<file path="src/rtl/register_file_scoreboard.sv">
// rtl/register_file_scoreboard.sv - register file with two registered read ports and per-register pending bits
module register_file_scoreboard #(
  parameter int BITS_DATA = 32,
  parameter int BITS_ADDR = 3,
  parameter int ZERO_REG  = 1,
  parameter int BYPASS    = 1
) (
  input  logic                 clk,
  input  logic                 rst_n,
  input  logic                 writeEnable,
  input  logic [BITS_ADDR-1:0] dirrInput,
  input  logic [BITS_DATA-1:0] inputData,
  input  logic                 readEnable,
  input  logic [BITS_ADDR-1:0] dirrOutput1,
  input  logic [BITS_ADDR-1:0] dirrOutput2,
  output logic [BITS_DATA-1:0] outputData1,
  output logic [BITS_DATA-1:0] outputData2,
  output logic                 busy1,
  output logic                 busy2,
  input  logic                 reserveEnable,
  input  logic [BITS_ADDR-1:0] dirrReserve,
  output logic                 reserveFail,
  output logic [BITS_ADDR:0]   pendingCount
);

  localparam int NUM_REGS = 2 ** BITS_ADDR;

  logic [BITS_DATA-1:0] regs [NUM_REGS];
  logic [NUM_REGS-1:0]  pending;
  logic [NUM_REGS-1:0]  pendingNext;
  logic [BITS_ADDR:0]   countNext;
  logic                 writeValid;
  logic                 reserveValid;
  logic                 reserveGrant;
  logic                 reserveReject;
  logic [BITS_DATA-1:0] readData1;
  logic [BITS_DATA-1:0] readData2;
  logic                 readBusy1;
  logic                 readBusy2;

  // Register 0 swallows writes and reservations when hardwired to zero.
  assign writeValid   = writeEnable && !((ZERO_REG != 0) && (dirrInput == '0));
  assign reserveValid = reserveEnable && !((ZERO_REG != 0) && (dirrReserve == '0));

  // A same-cycle write to the reserved address frees it first, so the reserve wins.
  assign reserveGrant  = reserveValid &&
                         (!pending[dirrReserve] || (writeValid && (dirrInput == dirrReserve)));
  assign reserveReject = reserveValid && !reserveGrant;

  always_comb begin
    pendingNext = pending;
    if (writeValid) pendingNext[dirrInput] = 1'b0;
    if (reserveGrant) pendingNext[dirrReserve] = 1'b1;
    countNext = '0;
    for (int i = 0; i < NUM_REGS; i++) begin
      countNext = countNext + {{BITS_ADDR{1'b0}}, pendingNext[i]};
    end
  end

  always_comb begin
    readData1 = regs[dirrOutput1];
    readData2 = regs[dirrOutput2];
    readBusy1 = pending[dirrOutput1];
    readBusy2 = pending[dirrOutput2];
    if ((BYPASS != 0) && writeValid && (dirrInput == dirrOutput1)) begin
      readData1 = inputData;
      readBusy1 = pendingNext[dirrOutput1];
    end
    if ((BYPASS != 0) && writeValid && (dirrInput == dirrOutput2)) begin
      readData2 = inputData;
      readBusy2 = pendingNext[dirrOutput2];
    end
  end

  always_ff @(posedge clk) begin
    if (!rst_n) begin
      for (int i = 0; i < NUM_REGS; i++) regs[i] <= '0;
      pending      <= '0;
      outputData1  <= '0;
      outputData2  <= '0;
      busy1        <= 1'b0;
      busy2        <= 1'b0;
      reserveFail  <= 1'b0;
      pendingCount <= '0;
    end else begin
      if (writeValid) regs[dirrInput] <= inputData;
      pending      <= pendingNext;
      pendingCount <= countNext;
      reserveFail  <= reserveReject;
      if (readEnable) begin
        outputData1 <= readData1;
        outputData2 <= readData2;
        busy1       <= readBusy1;
        busy2       <= readBusy2;
      end
    end
  end

endmodule

</file>
<file path="config.mk">
export PLATFORM = sky130hd
export DESIGN_NAME = register_file_scoreboard
export DESIGN_NICKNAME = d
export VERILOG_FILES = /design/src/rtl/register_file_scoreboard.sv
export SDC_FILE = /design/constraint.sdc
export NUM_CORES = 1
export LEC_CHECK = 0
export BUFFER_PORTS_ARGS = -buffer_cell sky130_fd_sc_hd__buf_2
export CAP_MARGIN = 15
export CELL_PAD_IN_SITES_DETAIL_PLACEMENT = 1
export CELL_PAD_IN_SITES_GLOBAL_PLACEMENT = 2
export CORE_MARGIN = 2
export CORE_UTILIZATION = 44
export DETAILED_ROUTE_END_ITERATION = 8
export HOLD_SLACK_MARGIN = 0.02
export PLACE_DENSITY = 0.86
export SLEW_MARGIN = 20
export SYNTH_ARGS = -nofsm -noshare
export SYNTH_HDL_FRONTEND = slang
export SYNTH_SLANG_ARGS = --single-unit
</file>
<file path="constraint.sdc">
create_clock -name clk -period 5.9 [get_ports clk]
set_input_delay 1.18 -clock clk [delete_from_list [all_inputs] [get_ports clk]]
set_output_delay 1.18 -clock clk [all_outputs]
set_load 0.01 [all_outputs]
</file>
==> impl_metrics.yaml, run 1 <==
status:
  status: "finished, final reports clean"
min_path:
  worst_hold_path_type: "register to register"
  whs_path_depth: 2
  min-delay-start: "outputData2[6]"
  whs_endpoint: "outputData2[6]"
floorplanning:
  core-area_um2: 38700
  start_util_pct: 44.6
  die_area_um2: 40900
  rows: 72
  fp.dieH_um: 202
  die_w_um: 202
  ios: 120
sta:
  worst_pin_slew_ps: 1150
  rsz0062_at_grt: "no"
  setup_viol: 0
  skew_ps: 16.1
  fmax_mhz: 213
  final.setup.tns_ps: 0
  min_period_ps: 4700
  slew_viol_final: 0
  max_slew_margin_pct: 23.2
  hold_viol_final: 0
  finalCritPeriodShare_pct: 79.7
global_route:
  grt_pass1_vias: 11900
  grt_util_all_layers_pct: 23.8
  grt_pass1_wl_um: 72700
  grt_max_degree: 67
  antenna_found_initial: 1
  overflow: 0
placed_design:
  place_area_um2: 18400
  gp_congestion: 0.881
  dp.cells: 1845
  detailed_place_hpwl_um: 27600
  port_buffers: 119
worst_setup_path:
  crit_arrival_ps: 5100
  crit_required_ps: 6290
  r2r_end: "pendingCount[2]"
  r2r.worst_path.cells: 13
  rrSetupSlack_ps: 1840
  path_class: "input port to register"
  timing.rr.start: "pending[0]"
  critical_path.endpoint_type: "register"
  start_kind: "input port"
  cp_max_fo: 12
job:
  max_cap_violations: 0
cells_and_area:
  fin_cells: 1917
  syn2layout_area_growth_pct: 13.5
  layout-drive-gt1-share_pct: 24.8
  regArea_um2: 9270
  fin_area_um2: 19600
  multi_input_comb_area_um2: 7690
  fin_nets: 1424
  diodes: 0
  fillers: 3942
clock_network:
  numCtsBuffers: 39
  clk_pin_slew_ps: 60
  cts.sinks: 335
  cts_resized: 0
  clkLatencyLatePin_ps: 540
  postCtsHoldBufs: 0
  root_buffer: "clkbuf_16"
  cts_tree: "done"
  clock_path_buffers: 3
  postCtsSetupRepairBufs: 0
  htreeDepth: 2
route:
  routedWlPerCell_um: 25.2
  ant_nets: 0
  routed_wl_um: 48300
  vias: 11100
  avgViaCountPerCell: 5.81
  drt-pass1-iter-count: 7
  drtIter0Drc: 864
  drc: 0
logic_synthesis:
  ys_seq_area_share_pct: 53.6
  yosysUniqueCellTypes: 55
  ys_ff_latch: 335
  netlist_area_um2: 17300
  synth-edff-count: 256
  avgSynthCellArea_um2: 13.7
  async_flop_share_pct: 0
  ys_dominant_reg_cell: "edfxtp_1"
  synth_cells: 1258
  yosysWarnings: 0
power:
  ir_worst_vdd_v: 0.000189
  p_leak_nw: 7.36
  power.density_nw_per_um2: 297
-- stage by stage --
stage	setup WS [ps]	hold WS [ps]	utilization, %	total power, W
final	1200	488	50.6	0.00582
after global routing	1050	522	50.6	0.00603
after CTS	1240	496	50.6	0.00587
after detailed placement	724	482	47.6	0.00361
after global placement	788	467	47.6	0.00357
after floorplan	1260	500	-	0.00333
-- per-layer routing --
metal / wire, µm / part of all wire [%] / GRT usage (%)
met5: 11 / 0.023 / 0
met4: 1040 / 2.1 / 6.78
met3: 3230 / 6.7 / 4.27
met2: 23800 / 49 / 40.0
met1: 20300 / 42 / 31.9
-- report_power, final --
group / internal (W) / total, W / switching, W
registers: 0.00271 / 0.00280 / 0.0000864
logic: 0.000336 / 0.000760 / 0.000424
clock network: 0.00130 / 0.00226 / 0.000958
total: 0.00435 / 0.00582 / 0.00147
-- worst max-delay path: stages --
cell     delay, ps
buf_2          250
mux4_1         610
mux2i_2        220
or2_1          290
a41oi_4        190
fa_1           490
fa_1           510
fa_1           410
inv_1           70
ha_1           160
inv_1           70
fa_1           440
xor2_1         140
nor2_1          50
-- state kept, by name, indices dropped and copies added (netlist names) --
signal / flops
outputData2: 32
regs: 256
pendingCount: 4
reserveFail: 1
outputData1: 32
busy1: 1
pending: 8
busy2: 1
-- kinds of logic after synthesis --
family / count (synthesis) / synth area share [%]
multiplexers: 267 / 25.2
adder cells (fa/ha/maj): 7 / 0.681
XOR/XNOR: 10 / 0.550
AND/OR/NAND/NOR: 422 / 13.0
buffers and inverters: 112 / 3.29
flip-flops: 335 / 53.6
AO/OA/AOI/OAI: 104 / 3.60
other: 1 / 0.0217
-- synth_stat cells (5+ instances only) --
cell type | instances | area (µm²)
buf_1 | 9 | 33.8
o21ai_1 | 61 | 305
nand3_1 | 6 | 30.0
buf_6 | 11 | 124
o21ai_0 | 16 | 80.1
dfxtp_1 | 79 | 1580
nand2_1 | 77 | 289
mux4_2 | 132 | 2970
inv_1 | 11 | 41.3
xor2_1 | 9 | 78.8
nor2_1 | 88 | 330
a21oi_1 | 5 | 25.0
mux2i_1 | 130 | 1300
and2_1 | 228 | 1430
edfxtp_1 | 256 | 7690
buf_2 | 28 | 140
clkbuf_1 | 46 | 173
-- area by class of cell --
cell class | count | area share [%]
sequential | 335 | 47.3
clock buffer | 51 | 5.36
tap | 518 | 3.30
multi-input combinational | 842 | 39.2
timing repair buffer | 138 | 3.96
inverter | 12 | 0.255
clock inverter | 21 | 0.657
-- worst max-delay path by stage --
stage	slack, ps	end	start
after floorplan	1260	pendingCount[2]	dirrInput[0]
after global placement	790	pendingCount[2]	dirrReserve[0]
after detailed placement	720	pendingCount[2]	dirrReserve[0]
after CTS	1240	pendingCount[2]	dirrReserve[0]
after global routing	1050	pendingCount[2]	dirrReserve[0]
final	1200	pendingCount[2]	dirrReserve[0]
-- placed cells by master, fill, tap and decap left out, drive strengths merged, types with 2 or more instances in the layout --
cell and count:
a31oi 4, ha 3, a21oi 5, a31o 2, o31ai 2, o2111ai 2, o21ai 77, o21a 3
nand4b 2, a32o 2, and2 228, clkinv 19, nand2b 4, conb 32, nor3 3, nor3b 3
nand2 77, nor2 88, or4 2, dfxtp 79, fa 4, a211oi 2, mux4 134, or2 2
mux2 2, nand3 6, clkbuf 51, nor4 3, mux2i 131, edfxtp 256, buf 138, inv 13
xor2 10
Note: power is estimated with default switching activity, not from simulation.
==> run 2, diff against run 1 <==
--- a/config.mk
+++ b/config.mk
@@ -5,15 +5,16 @@
 export SDC_FILE = /design/constraint.sdc
 export NUM_CORES = 1
 export LEC_CHECK = 0
+export ABC_AREA = 1
 export BUFFER_PORTS_ARGS = -buffer_cell sky130_fd_sc_hd__buf_2
 export CAP_MARGIN = 15
 export CELL_PAD_IN_SITES_DETAIL_PLACEMENT = 1
 export CELL_PAD_IN_SITES_GLOBAL_PLACEMENT = 2
 export CORE_MARGIN = 2
-export CORE_UTILIZATION = 44
+export CORE_UTILIZATION = 37
 export DETAILED_ROUTE_END_ITERATION = 8
 export HOLD_SLACK_MARGIN = 0.02
-export PLACE_DENSITY = 0.86
+export PLACE_DENSITY = 0.85
 export SLEW_MARGIN = 20
 export SYNTH_ARGS = -nofsm -noshare
 export SYNTH_HDL_FRONTEND = slang
==> constraint.sdc (replaced) <==
create_clock -name clk -period 4.6 [get_ports clk]
set_input_delay 0.92 -clock clk [delete_from_list [all_inputs] [get_ports clk]]
set_output_delay 0.92 -clock clk [all_outputs]
set_load 0.01 [all_outputs]
==> run 2 against run 1 <==
Core utilization shrank 7.8 points. Critical path depth grew 3. Synthesized area shrank 0.55%. Global-route usage grew 2.4 points. Critical path type unchanged. Highest routed layer is now met4.
==> impl_metrics.yaml, run 2 <==
status:
  status: "finished, final reports clean"
cells_and_area:
  diodes: 0
  largest_reg_flops: 256
  final_common_cell: "nor2_1"
  fillers: 5434
  final_cell_mix: "504 x nor2_1, 390 x nand2_1, 270 x o21ai_0"
  top_register: "regs"
  layout-drive-gt1-share_pct: 10.8
  fin_nets: 2201
  fin_cells: 2778
  syn2layout_area_growth_pct: 13.5
  reg_top3: "regs (256), outputData1 (32), outputData2 (32)"
logic_synthesis:
  synth_top_cells_by_count: "504 x nor2_1, 390 x nand2_1, 270 x o21ai_0, 256 x edfxtp_1, 128 x o22ai_1"
  synth_mux_area_share_pct: 0
  avgSynthCellArea_um2: 8.28
  synth-compound-area-share_pct: 17.2
  yosysWarnings: 0
  async_flop_share_pct: 0
  ys_ff_latch: 335
  synth_most_common_cell: "nor2_1"
  yosysTopAreaCell: "edfxtp_1"
  synth_cells: 2075
  synth_top_family_by_area: "simple AND/OR/NAND/NOR gates"
  yosys.area_share.simple_pct: 21.3
  synth_top_area_share_pct: 44.7
  ys_dominant_reg_cell: "edfxtp_1"
  yosysUniqueCellTypes: 36
  synth-edff-count: 256
  synth_area_leaders: "edfxtp_1 45%, nor2_1 11%, dfxtp_1 9.2%"
  ys_seq_area_share_pct: 53.9
  netlist_area_um2: 17200
  synth-xor-area-share_pct: 0.357
  synth_fa_ha_area_share_pct: 0.684
clock_network:
  htreeDepth: 2
  clk_pin_slew_ps: 60
  root_buffer: "clkbuf_16"
  cts_tree: "done"
  postCtsSetupRepairBufs: 0
  postCtsHoldBufs: 0
  clkLatencyLatePin_ps: 560
  cts.sinks: 335
  numCtsBuffers: 41
  cts_resized: 0
  clock_path_buffers: 3
route:
  avgViaCountPerCell: 5.69
  ant_nets: 0
  drt-pass1-iter-count: 5
  vias: 15800
  drtIter0Drc: 1043
  routed_wl_um: 63000
  routedWlPerCell_um: 22.7
  drc: 0
power:
  power.density_nw_per_um2: 394
  ir_worst_vdd_v: 0.000240
  p_leak_nw: 7.80
sta:
  final.setup.tns_ps: 0
  skew_ps: 7.97
  fmax_mhz: 252
  max_slew_margin_pct: 25.7
  setup_viol: 0
  worst_pin_slew_ps: 1110
  slew_viol_final: 0
  setup_ws_ps: 628
  min_period_ps: 3970
  finalCritPeriodShare_pct: 86.3
  rsz0062_at_grt: "no"
  hold_viol_final: 0
worst_setup_path:
  crit_arrival_ps: 4390
  crit_required_ps: 5020
  critical_path.endpoint_type: "register"
  path_class: "input port to register"
  cp_max_fo: 7
  start_kind: "input port"
floorplanning:
  ios: 120
  start_util_pct: 37.7
  fp.dieH_um: 220
  rows: 78
  die_w_um: 220
  die_area_um2: 48200
  core-area_um2: 45600
global_route:
  grt_max_degree: 138
  overflow: 0
  grt_util_all_layers_pct: 26.3
  grt_pass1_vias: 16600
  antenna_found_initial: 0
  grt_pass1_wl_um: 95900
placed_design:
  dp.cells: 2702
  gp_congestion: 0.827
  detailed_place_hpwl_um: 35000
  port_buffers: 119
  dpl_worst_slack_ps: 94.0
job:
  max_cap_violations: 0
min_path:
  worst_hold_path_type: "register to register"
[run 2: cell types whose count changed after synthesis, sizes merged, moves of 60 or more]
cell,delta
a31oi,+60
and2,-228
inv,+67
mux2i,-131
mux4,-134
nand2,+314
nor2,+420
o21ai,+257
o22ai,+128
[run 2: kinds of logic (layout without fill, tap and decap cells)]
kind of cell	after synthesis	count (layout)
fa+ha+maj	7	7
simple gates	945	945
flops	335	335
buf+inv	242	314
other cells	1	32
xor+xnor	7	7
compound gates	538	538
[run 2: per-stage QoR]
step	utilization (%)	power, W	area (µm²)	hold slack [ps]
floorplan	-	0.00421	17300	443
global placement	39.9	0.00456	18200	459
detailed placement	39.9	0.00459	18200	475
CTS	42.8	0.00772	19500	488
global route	42.8	0.00797	19500	532
finish	42.8	0.00768	19500	492
[run 2: metal layers]
layer | GRT usage [%] | vias up | share of wire [%]
met5 | 0 | - | 0
met4 | 10.1 | 0 | 3.3
met3 | 3.00 | 135 | 5.3
met2 | 46.6 | 496 | 49
met1 | 32.6 | 7992 | 42
li1 | - | 7192 | -
[run 2: path summary, 6_finish.rpt]
path                       start               to  slack [ps]  cells past startpoint
hold reg to reg       pending[0]       pending[0]         490                      2
setup reg to reg      pending[0]  pendingCount[2]         900                     19
hold / removal        pending[0]       pending[0]         490                      2
setup / recovery  dirrReserve[1]  pendingCount[2]         630                     17
[run 2: final cells by class]
cell class              count  area [µm²]  area share [%]
clock inverters            17         114           0.584
flip-flops and latches    335        9270            47.5
well taps                 600         751            3.85
repair buffers            157         963            4.94
inverters                  81         314            1.61
clock buffers              59        1190            6.09
multi-input cells        1529        6910            35.4
[run 2: report_power, final]
| group | switching (W) | leakage [nW] | internal, W | total [W] |
|---|---|---|---|---|
| sequential | 0.000105 | 3.11 | 0.00346 | 0.00357 |
| combinational | 0.000683 | 4.05 | 0.000290 | 0.000973 |
| clock | 0.00128 | 0.640 | 0.00185 | 0.00314 |
[run 2: critical path: stages]
cell	delay, ps
buf_2	130
nor2_1	150
inv_1	70
o21ai_0	240
inv_1	200
nand3_1	180
nand2_1	70
inv_1	100
fa_1	470
fa_1	530
fa_1	420
inv_1	70
ha_1	160
inv_1	70
fa_1	430
xor2_1	140
nor2_1	50
